[src/rtl/clock_display_pkg.sv]
// Shared types, glyph codes and active-low segment patterns for the
// clock display scanner.
package clock_display_pkg;

  typedef enum logic [1:0] {PG_H = 2'd0, PG_M = 2'd1, PG_S = 2'd2} page_t;
  typedef enum logic       {AUTO = 1'b0, MANUAL = 1'b1}             mode_t;

  // Glyph codes 0..9 are the decimal digits themselves
  localparam logic [4:0] GC_A     = 5'd10;
  localparam logic [4:0] GC_P     = 5'd11;
  localparam logic [4:0] GC_E     = 5'd12;
  localparam logic [4:0] GC_DASH  = 5'd13;
  localparam logic [4:0] GC_BLANK = 5'd14;

  // {dp,g,f,e,d,c,b,a}, active low, dp off
  localparam logic [7:0] SEG_0     = 8'hC0;
  localparam logic [7:0] SEG_1     = 8'hF9;
  localparam logic [7:0] SEG_2     = 8'hA4;
  localparam logic [7:0] SEG_3     = 8'hB0;
  localparam logic [7:0] SEG_4     = 8'h99;
  localparam logic [7:0] SEG_5     = 8'h92;
  localparam logic [7:0] SEG_6     = 8'h82;
  localparam logic [7:0] SEG_7     = 8'hF8;
  localparam logic [7:0] SEG_8     = 8'h80;
  localparam logic [7:0] SEG_9     = 8'h90;
  localparam logic [7:0] SEG_A     = 8'h88;
  localparam logic [7:0] SEG_P     = 8'h8C;
  localparam logic [7:0] SEG_E     = 8'h86;
  localparam logic [7:0] SEG_DASH  = 8'hBF;
  localparam logic [7:0] SEG_BLANK = 8'hFF;

  // Out-of-range BCD is shown as 'E' rather than silently corrected
  function automatic logic [4:0] bcd_code(input logic [3:0] nib);
    return (nib > 4'd9) ? GC_E : {1'b0, nib};
  endfunction

  function automatic page_t next_page(input page_t p);
    case (p)
      PG_H:    return PG_M;
      PG_M:    return PG_S;
      default: return PG_H;
    endcase
  endfunction

endpackage

[src/rtl/seg7_glyph.sv]
// Combinational glyph decoder: 5-bit glyph code to active-low {g..a}.
module seg7_glyph
  import clock_display_pkg::*;
(
  input  logic [4:0] code,
  output logic [6:0] seg_n
);

  always_comb begin
    seg_n = SEG_BLANK[6:0];
    case (code)
      5'd0:     seg_n = SEG_0[6:0];
      5'd1:     seg_n = SEG_1[6:0];
      5'd2:     seg_n = SEG_2[6:0];
      5'd3:     seg_n = SEG_3[6:0];
      5'd4:     seg_n = SEG_4[6:0];
      5'd5:     seg_n = SEG_5[6:0];
      5'd6:     seg_n = SEG_6[6:0];
      5'd7:     seg_n = SEG_7[6:0];
      5'd8:     seg_n = SEG_8[6:0];
      5'd9:     seg_n = SEG_9[6:0];
      GC_A:     seg_n = SEG_A[6:0];
      GC_P:     seg_n = SEG_P[6:0];
      GC_E:     seg_n = SEG_E[6:0];
      GC_DASH:  seg_n = SEG_DASH[6:0];
      default:  seg_n = SEG_BLANK[6:0];
    endcase
  end

endmodule

[src/rtl/clock_display_scan.sv]
// 3-digit multiplexed 7-segment driver paging between hours, minutes and
// seconds, with auto-rotation and a button that pauses it.
module clock_display_scan
  import clock_display_pkg::*;
#(
  parameter int CLK_HZ   = 100_000_000,
  parameter int SCAN_HZ  = 1000,
  parameter int PAGE_SEC = 3,
  parameter int HOLD_SEC = 10
) (
  input  logic       clk,
  input  logic       reset,
  input  logic       ena_1hz,
  input  logic [7:0] hh,
  input  logic [7:0] mm,
  input  logic [7:0] ss,
  input  logic       pm,
  input  logic       page_btn,
  output logic [7:0] seg_n,
  output logic [2:0] an_n
);

  localparam int SCAN_DIV = CLK_HZ / (SCAN_HZ * 3);
  localparam int DW       = $clog2(SCAN_DIV + 1);
  localparam int PW       = $clog2(PAGE_SEC + 1);
  localparam int HW       = $clog2(HOLD_SEC + 1);
  localparam int NUM_DIG  = 3;

  // ---- digit scan ----
  logic [DW-1:0] pre;
  logic [1:0]    idx;
  logic          tc, wrap;

  assign tc   = (pre == DW'(SCAN_DIV - 1));
  assign wrap = tc && (idx == 2'd2);

  always_ff @(posedge clk) begin
    if (reset) begin
      pre <= '0;
      idx <= 2'd0;
    end else if (tc) begin
      pre <= '0;
      idx <= (idx == 2'd2) ? 2'd0 : idx + 2'd1;
    end else begin
      pre <= pre + 1'b1;
    end
  end

  // ---- page / mode FSM ----
  page_t         page_q, page_d;
  mode_t         mode_q, mode_d;
  logic [PW-1:0] pcnt_q, pcnt_d;
  logic [HW-1:0] hcnt_q, hcnt_d;
  logic [2:0]    btn_sync;
  logic          press;

  // Two sync flops, third flop only for edge detection
  always_ff @(posedge clk) begin
    if (reset) btn_sync <= 3'b000;
    else       btn_sync <= {btn_sync[1:0], page_btn};
  end
  assign press = btn_sync[1] & ~btn_sync[2];

  always_ff @(posedge clk) begin
    if (reset) begin
      page_q <= PG_H;
      mode_q <= AUTO;
      pcnt_q <= '0;
      hcnt_q <= '0;
    end else begin
      page_q <= page_d;
      mode_q <= mode_d;
      pcnt_q <= pcnt_d;
      hcnt_q <= hcnt_d;
    end
  end

  // A press takes priority; a coincident 1 Hz tick is dropped
  always_comb begin
    page_d = page_q;
    mode_d = mode_q;
    pcnt_d = pcnt_q;
    hcnt_d = hcnt_q;
    if (press) begin
      page_d = next_page(page_q);
      mode_d = MANUAL;
      hcnt_d = '0;
    end else if (ena_1hz) begin
      case (mode_q)
        AUTO: begin
          if (pcnt_q == PW'(PAGE_SEC - 1)) begin
            page_d = next_page(page_q);
            pcnt_d = '0;
          end else begin
            pcnt_d = pcnt_q + 1'b1;
          end
        end
        default: begin
          if (hcnt_q == HW'(HOLD_SEC - 1)) begin
            mode_d = AUTO;
            pcnt_d = '0;
            hcnt_d = '0;
          end else begin
            hcnt_d = hcnt_q + 1'b1;
          end
        end
      endcase
    end
  end

  // ---- frame snapshot: one consistent time and page per frame ----
  logic [7:0] snap_hh, snap_mm, snap_ss;
  logic       snap_pm;
  page_t      snap_page;

  always_ff @(posedge clk) begin
    if (reset) begin
      snap_hh   <= 8'h00;
      snap_mm   <= 8'h00;
      snap_ss   <= 8'h00;
      snap_pm   <= 1'b0;
      snap_page <= PG_H;
    end else if (wrap) begin
      snap_hh   <= hh;
      snap_mm   <= mm;
      snap_ss   <= ss;
      snap_pm   <= pm;
      snap_page <= page_q;
    end
  end

  // ---- glyph selection and decode ----
  logic [NUM_DIG-1:0][4:0] dig_code;
  logic [NUM_DIG-1:0][6:0] dig_seg;
  logic                    dp_mid;

  always_comb begin
    dig_code = {NUM_DIG{GC_BLANK}};
    case (snap_page)
      PG_M: begin
        dig_code[2] = GC_DASH;
        dig_code[1] = bcd_code(snap_mm[7:4]);
        dig_code[0] = bcd_code(snap_mm[3:0]);
      end
      PG_S: begin
        dig_code[2] = GC_BLANK;
        dig_code[1] = bcd_code(snap_ss[7:4]);
        dig_code[0] = bcd_code(snap_ss[3:0]);
      end
      default: begin
        dig_code[2] = (snap_hh[7:4] == 4'd0) ? GC_BLANK : bcd_code(snap_hh[7:4]);
        dig_code[1] = bcd_code(snap_hh[3:0]);
        dig_code[0] = snap_pm ? GC_P : GC_A;
      end
    endcase
  end
  assign dp_mid = (snap_page != PG_H);

  for (genvar d = 0; d < NUM_DIG; d++) begin : g_dig
    seg7_glyph u_glyph (
      .code  (dig_code[d]),
      .seg_n (dig_seg[d])
    );
  end

  // ---- output registers ----
  logic [2:0] cur_an;
  logic [7:0] cur_seg;

  always_comb begin
    cur_an  = 3'b110;
    cur_seg = {1'b1, dig_seg[0]};
    case (idx)
      2'd1: begin
        cur_an  = 3'b101;
        cur_seg = {~dp_mid, dig_seg[1]};
      end
      2'd2: begin
        cur_an  = 3'b011;
        cur_seg = {1'b1, dig_seg[2]};
      end
      default: ;
    endcase
  end

  always_ff @(posedge clk) begin
    if (reset) begin
      seg_n <= 8'hFF;
      an_n  <= 3'b111;
    end else begin
      seg_n <= cur_seg;
      an_n  <= cur_an;
    end
  end

endmodule

[config.mk]
export PLATFORM = sky130hd
export DESIGN_NAME = clock_display_scan
export DESIGN_NICKNAME = d
export VERILOG_FILES = /design/src/rtl/clock_display_pkg.sv /design/src/rtl/seg7_glyph.sv /design/src/rtl/clock_display_scan.sv
export SDC_FILE = /design/constraint.sdc
export NUM_CORES = 1
export LEC_CHECK = 0
export ABC_AREA = 1
export CORE_ASPECT_RATIO = 2
export CORE_MARGIN = 5
export CORE_UTILIZATION = 50
export CTS_BUF_LIST = sky130_fd_sc_hd__clkbuf_4
export DETAILED_ROUTE_END_ITERATION = 8
export HOLD_SLACK_MARGIN = 0.02
export PLACE_DENSITY_LB_ADDON = 0.2
export SYNTH_ARGS = -nofsm -noshare
export SYNTH_HDL_FRONTEND = slang
export SYNTH_HIERARCHICAL = 1
export SYNTH_SLANG_ARGS = --single-unit
[constraint.sdc]
create_clock -name clk -period 3.7 [get_ports clk]
set_input_delay 0.555 -clock clk [delete_from_list [all_inputs] [get_ports clk]]
set_output_delay 0.555 -clock clk [all_outputs]
set_load 0.01 [all_outputs]
Word level (Yosys, flattened, before mapping)
Memory sizes are Yosys's and may differ from the RTL's.
Index checks and enable logic that the tools add are counted.
- bits of input ports: 29
- memory bits (read-only): 336
- memories kept: 3
- output and inout bits: 11
- register bits after elaboration: 68
- logic and storage cells: 80
- bitwise operators: 4
- $add $sub $neg: 4
- multiplexer cells: 28
- reduce and logical (&&, ||, !) cells: 11
- equality and inequality tests: 10
- order comparisons: 6
- memories (memory ; depth ; width ; read ports ; clocked after memory_dff ; wr ports ; RTL line ; RTL):
    (no name shown) ; 16 ; 7 ; 1 ; 0 ; 0 ; seg7_glyph.sv:11 ; case (code)
    (no name shown) ; 16 ; 7 ; 1 ; 0 ; 0 ; seg7_glyph.sv:11 ;
    (no name shown) ; 16 ; 7 ; 1 ; 0 ; 0 ; seg7_glyph.sv:11 ;
- operator list (kind ; number):
    2-to-1 mux 4 bit ; 8
    one-hot mux 14 bit (2 select lines) ; 1
    > comparator 4 bit, second input constant ; 6
    2-to-1 mux 7 bit ; 3
    adder 16 x 1 -> 16 bit, second input constant ; 1
    == test 16 bit, second input constant ; 1
    2-to-1 mux 2 bit ; 8
    one-hot mux 8 bit (2 select lines) ; 1
    == test 2 x 1 -> 1 bit, second input constant ; 3
    == test 2 bit, second input constant ; 3
    one-hot mux 3 bit (2 select lines) ; 1
    AND reduction 3 bit ; 2
    nonzero test 2 bit ; 3
    2-to-1 mux 1 bit ; 5
    adder 2 x 1 -> 2 bit, second input constant ; 2
    adder 4 x 1 -> 4 bit, second input constant ; 1
    == test 4 bit, second input constant ; 1
    zero test 4 bit ; 1
    inequality test 2 x 1 -> 1 bit, second input constant ; 2
    one-hot mux 2 bit (2 select lines) ; 1
    OR reduction 2 bit ; 2
    inverter 1 bit ; 3
    zero test 2 bit ; 1
    AND reduction 2 bit ; 1
    other kinds (2) ; 2

Longest topological paths before layout
An unclocked memory read counts as a cell.
- depth in word-level cells: 7
- mapped depth: 18
- gate-level depth less buffers: 17

By module
The synthesis kept the hierarchy.
- modules (own cells, without submodules) (module ; seq. area each (um^2) ; cells each ; times used ; area each (um^2)):
    clock_display_scan ; 1361.3 ; 550 ; 1 ; 3577.2
    seg7_glyph (g_dig[2].u_glyph) ; 0.0 ; 47 ; 1 ; 241.5
    seg7_glyph (g_dig[1].u_glyph) ; 0.0 ; 46 ; 1 ; 237.7
    seg7_glyph (g_dig[0].u_glyph) ; 0.0 ; 46 ; 1 ; 236.5

Worst setup path after synthesis
No wires, ideal clock.
- kind: reg-to-reg
- start point: register snap_page[0]
- end point: register seg_n[3]
- required time: 3.574 ns
- cell stages (with the launch flop): 16
- setup time: 0.126 ns
- setup slack: 1.140 ns
- buffers on the path: 1
- clock period less this slack: 2.560 ns
- data arrival time: 2.434 ns
- path through: dfxtp_1 inv_1 ha_1 clkbuf_1 o311ai_0 inv_1 ha_1 inv_1 nand2_1 nand2_1 nand2_1 nand3_1 nand2_1 nand3_1 o21ai_0 nand2_1
- RTL lines (element ; RTL line ; RTL):
    start, declared ; clock_display_scan.sv:114 ; page_t snap_page;
    start signal, assigned ; clock_display_scan.sv:128 ; snap_page <= page_q;
    end signal, assigned ; clock_display_scan.sv:191 ; seg_n <= cur_seg;
    end, declared ; clock_display_scan.sv:19 ; output logic [7:0] seg_n,

==> results_dict.tcl <==
set metrics [dict create \
    dieWidth_um 75.5 \
    yosysTopAreaCell "dfxtp_1" \
    cts_tree "done" \
    wl_per_cell_um 12.0 \
    fillers 884 \
    outcome "finished clean" \
    crit_required_ns 4.06 \
    fin_area_mm2 0.00489 \
    setup_tns_ns 0 \
    diodes 0 \
    synthMostInstantiatedCell "nand2_1" \
    avgSynthCellArea_um2 6.23 \
    fin_crit_sh 0.778 \
    antenna_found_initial 0 \
    syn_inst 689 \
    slew_viol_final 0 \
    ys_seq_area_frac 0.317 \
    cts_buffers 9 \
    h-tree-depth 3 \
    cts_sinks 68 \
    drive_above_1_share 0.0506 \
    max_cap_violations 0 \
    gp_congestion 0.935 \
    io-pin-count 40 \
    num_rows 48 \
    start_util 0.503 \
    grt_use_total 0.197 \
    vias_per_cell 5.07 \
    ys_types 32 \
    timing.fmax_mhz 347 \
    hold_viol 0 \
    ys_ff_latch 68 \
    synth_ff_type "dfxtp_1" \
    syn-cell-area_mm2 0.00429 \
    synthArstFlopShare 0 \
    dieArea_mm2 0.0107 \
    layout.nets 779 \
    grt_pass1_wl_um 16500 \
    drc 0 \
    num_vias 4216 \
    worst_slew_pin_slew_ns 0.841 \
    rsz0062_at_grt "no" \
    drt-initial-drc-count 131 \
    syn2layout_area_growth_pct 14.0 \
    grt_overflow_total 0 \
    clockBufferDepth 2 \
    drt_wl_total_um 9980 \
    fp.dieH_um 141 \
    synthTopCellsByArea "dfxtp_1, nand2_1, inv_1" \
    arrival_ns 3.24 \
    cts_hold_buf 0 \
    placedInstanceArea_mm2 0.00471 \
    finalCriticalPeriod_ns 2.88 \
    leakage_nw 2.19 \
    ctsResizeCount 0 \
    synthTopCellsByCount "nand2_1, inv_1, nor2_1" \
    clk_pin_slew_worst_paths_ns 0.11 \
    skew_ns 0.0112 \
    grt_max_degree 45 \
    worstSkewPairLatency_ns 0.42 \
    worstSetupPathType "register to register" \
    ir_drop_v 0.000275 \
    min_path_type "register to register" \
    ys_warn_count 6 \
    synth_top_area_frac 0.317 \
    first_pass_iters 5 \
    startpoint_type "register" \
    crit_fanout 9 \
    worstSetupEndpointType "register" \
    dpl.hpwl_um 7980 \
    cts_setup_buffers 0 \
    powerDensity_mw_per_mm2 301 \
    grt_pass1_vias 3998 \
    timing.max_slew.rel_slack 0.432 \
    cts-root-buf "clkbuf_4" \
    coreArea_mm2 0.00853 \
    port_buffers 39 \
    finalSetupViolCount 0 \
    postRouteAntennaNets 0 \
    synth_edf_count 0 \
]
per-layer routing:
metal,vias up,global-route usage,share of wire
li1,2193,-,-
met1,1912,0.179,0.35
met2,81,0.382,0.58
met3,30,0.0371,0.028
met4,0,0.103,0.039
met5,-,0,0
stage by stage:
stage                      util  power (mW)  hold WS, ns  setup WS, ns  std cells
after global placement    0.553       0.872        0.397         0.982        815
after global routing      0.574        1.54        0.434         0.440        831
after floorplan               -       0.824        0.388          1.14        695
after CTS                 0.574        1.49        0.416         0.814        831
final                     0.574        1.47        0.416         0.820        831
after detailed placement  0.553       0.875        0.398         0.836        815
sequential cells by signal, summed over array words and instances, names as in the netlist:
name,count
an_n,3
btn_sync,3
hcnt_q,4
idx,2
mode_q,1
page_q,2
pcnt_q,2
pre,16
seg_n,8
snap_hh,8
snap_mm,8
snap_page,2
snap_pm,1
snap_ss,8
layout make-up:
class                      instances  area [um2]  share of cell area
tap                              100         125              0.0256
multi-input combinational        470        2310               0.472
timing repair buffer              41         405              0.0828
sequential                        68        1360               0.278
clock inverter                     7         114              0.0233
inverter                         136         510               0.104
clock buffer                       9        67.6              0.0138
kinds of logic after synthesis:
kind of cell               count (synthesis)  share of synthesized area
and+or+nand+nor                          374                      0.376
buffers and inverters                    157                      0.150
DFF                                       68                      0.317
AOI/OAI and AO/OA                         61                     0.0778
adders and majority gates                 24                     0.0700
xor gates and xnor gates                   4                    0.00816
other                                      1                   0.000874
placed cells by master (no fill, tap or decap), types with 3 or more instances in the layout:
master,Yosys,final
nor2_4,3,3
o211ai_1,3,3
inv_2,7,7
clkbuf_4,0,9
nand4_1,32,32
o21ai_0,30,30
clkinv_1,2,4
nand2_1,182,182
nor2_1,90,90
clkdlybuf4s50_1,0,39
ha_1,24,24
or2_2,3,3
a21oi_1,21,21
nor3_1,5,5
conb_1,1,7
nand2_2,5,5
bufinv_16,0,3
inv_1,127,127
dfxtp_1,68,68
nand3_1,51,51
critical path, stage by stage (launching register included):
cell	delay [ns]
dfxtp_1	0.35
inv_1	0.07
ha_1	0.42
o311ai_0	0.78
inv_1	0.23
ha_1	0.34
inv_1	0.09
nand2_1	0.05
nand2_1	0.10
nand2_1	0.05
nand3_1	0.06
nand2_1	0.05
nand3_1	0.08
o21ai_0	0.09
nand2_1	0.07
final timing paths:
kind / startpoint / to / slack [ns] / cells after the start
max: snap_page[0]$_SDFFE_PP0P_ / seg_n[3]$_SDFF_PP1_ / 0.82 / 14
min: btn_sync[0]$_SDFF_PP0_ / btn_sync[1]$_SDFF_PP0_ / 0.42 / 2
max reg2reg: snap_page[0]$_SDFFE_PP0P_ / seg_n[3]$_SDFF_PP1_ / 0.82 / 14
min reg2reg: btn_sync[0]$_SDFF_PP0_ / btn_sync[1]$_SDFF_PP0_ / 0.42 / 2
where the power goes:
group	leakage (nW)	switching, mW	total [mW]	internal [mW]
clock	0.0916	0.276	0.616	0.340
combinational	1.55	0.0514	0.105	0.0538
sequential	0.552	0.00726	0.752	0.745
Note: power is estimated with default switching activity, not from simulation.
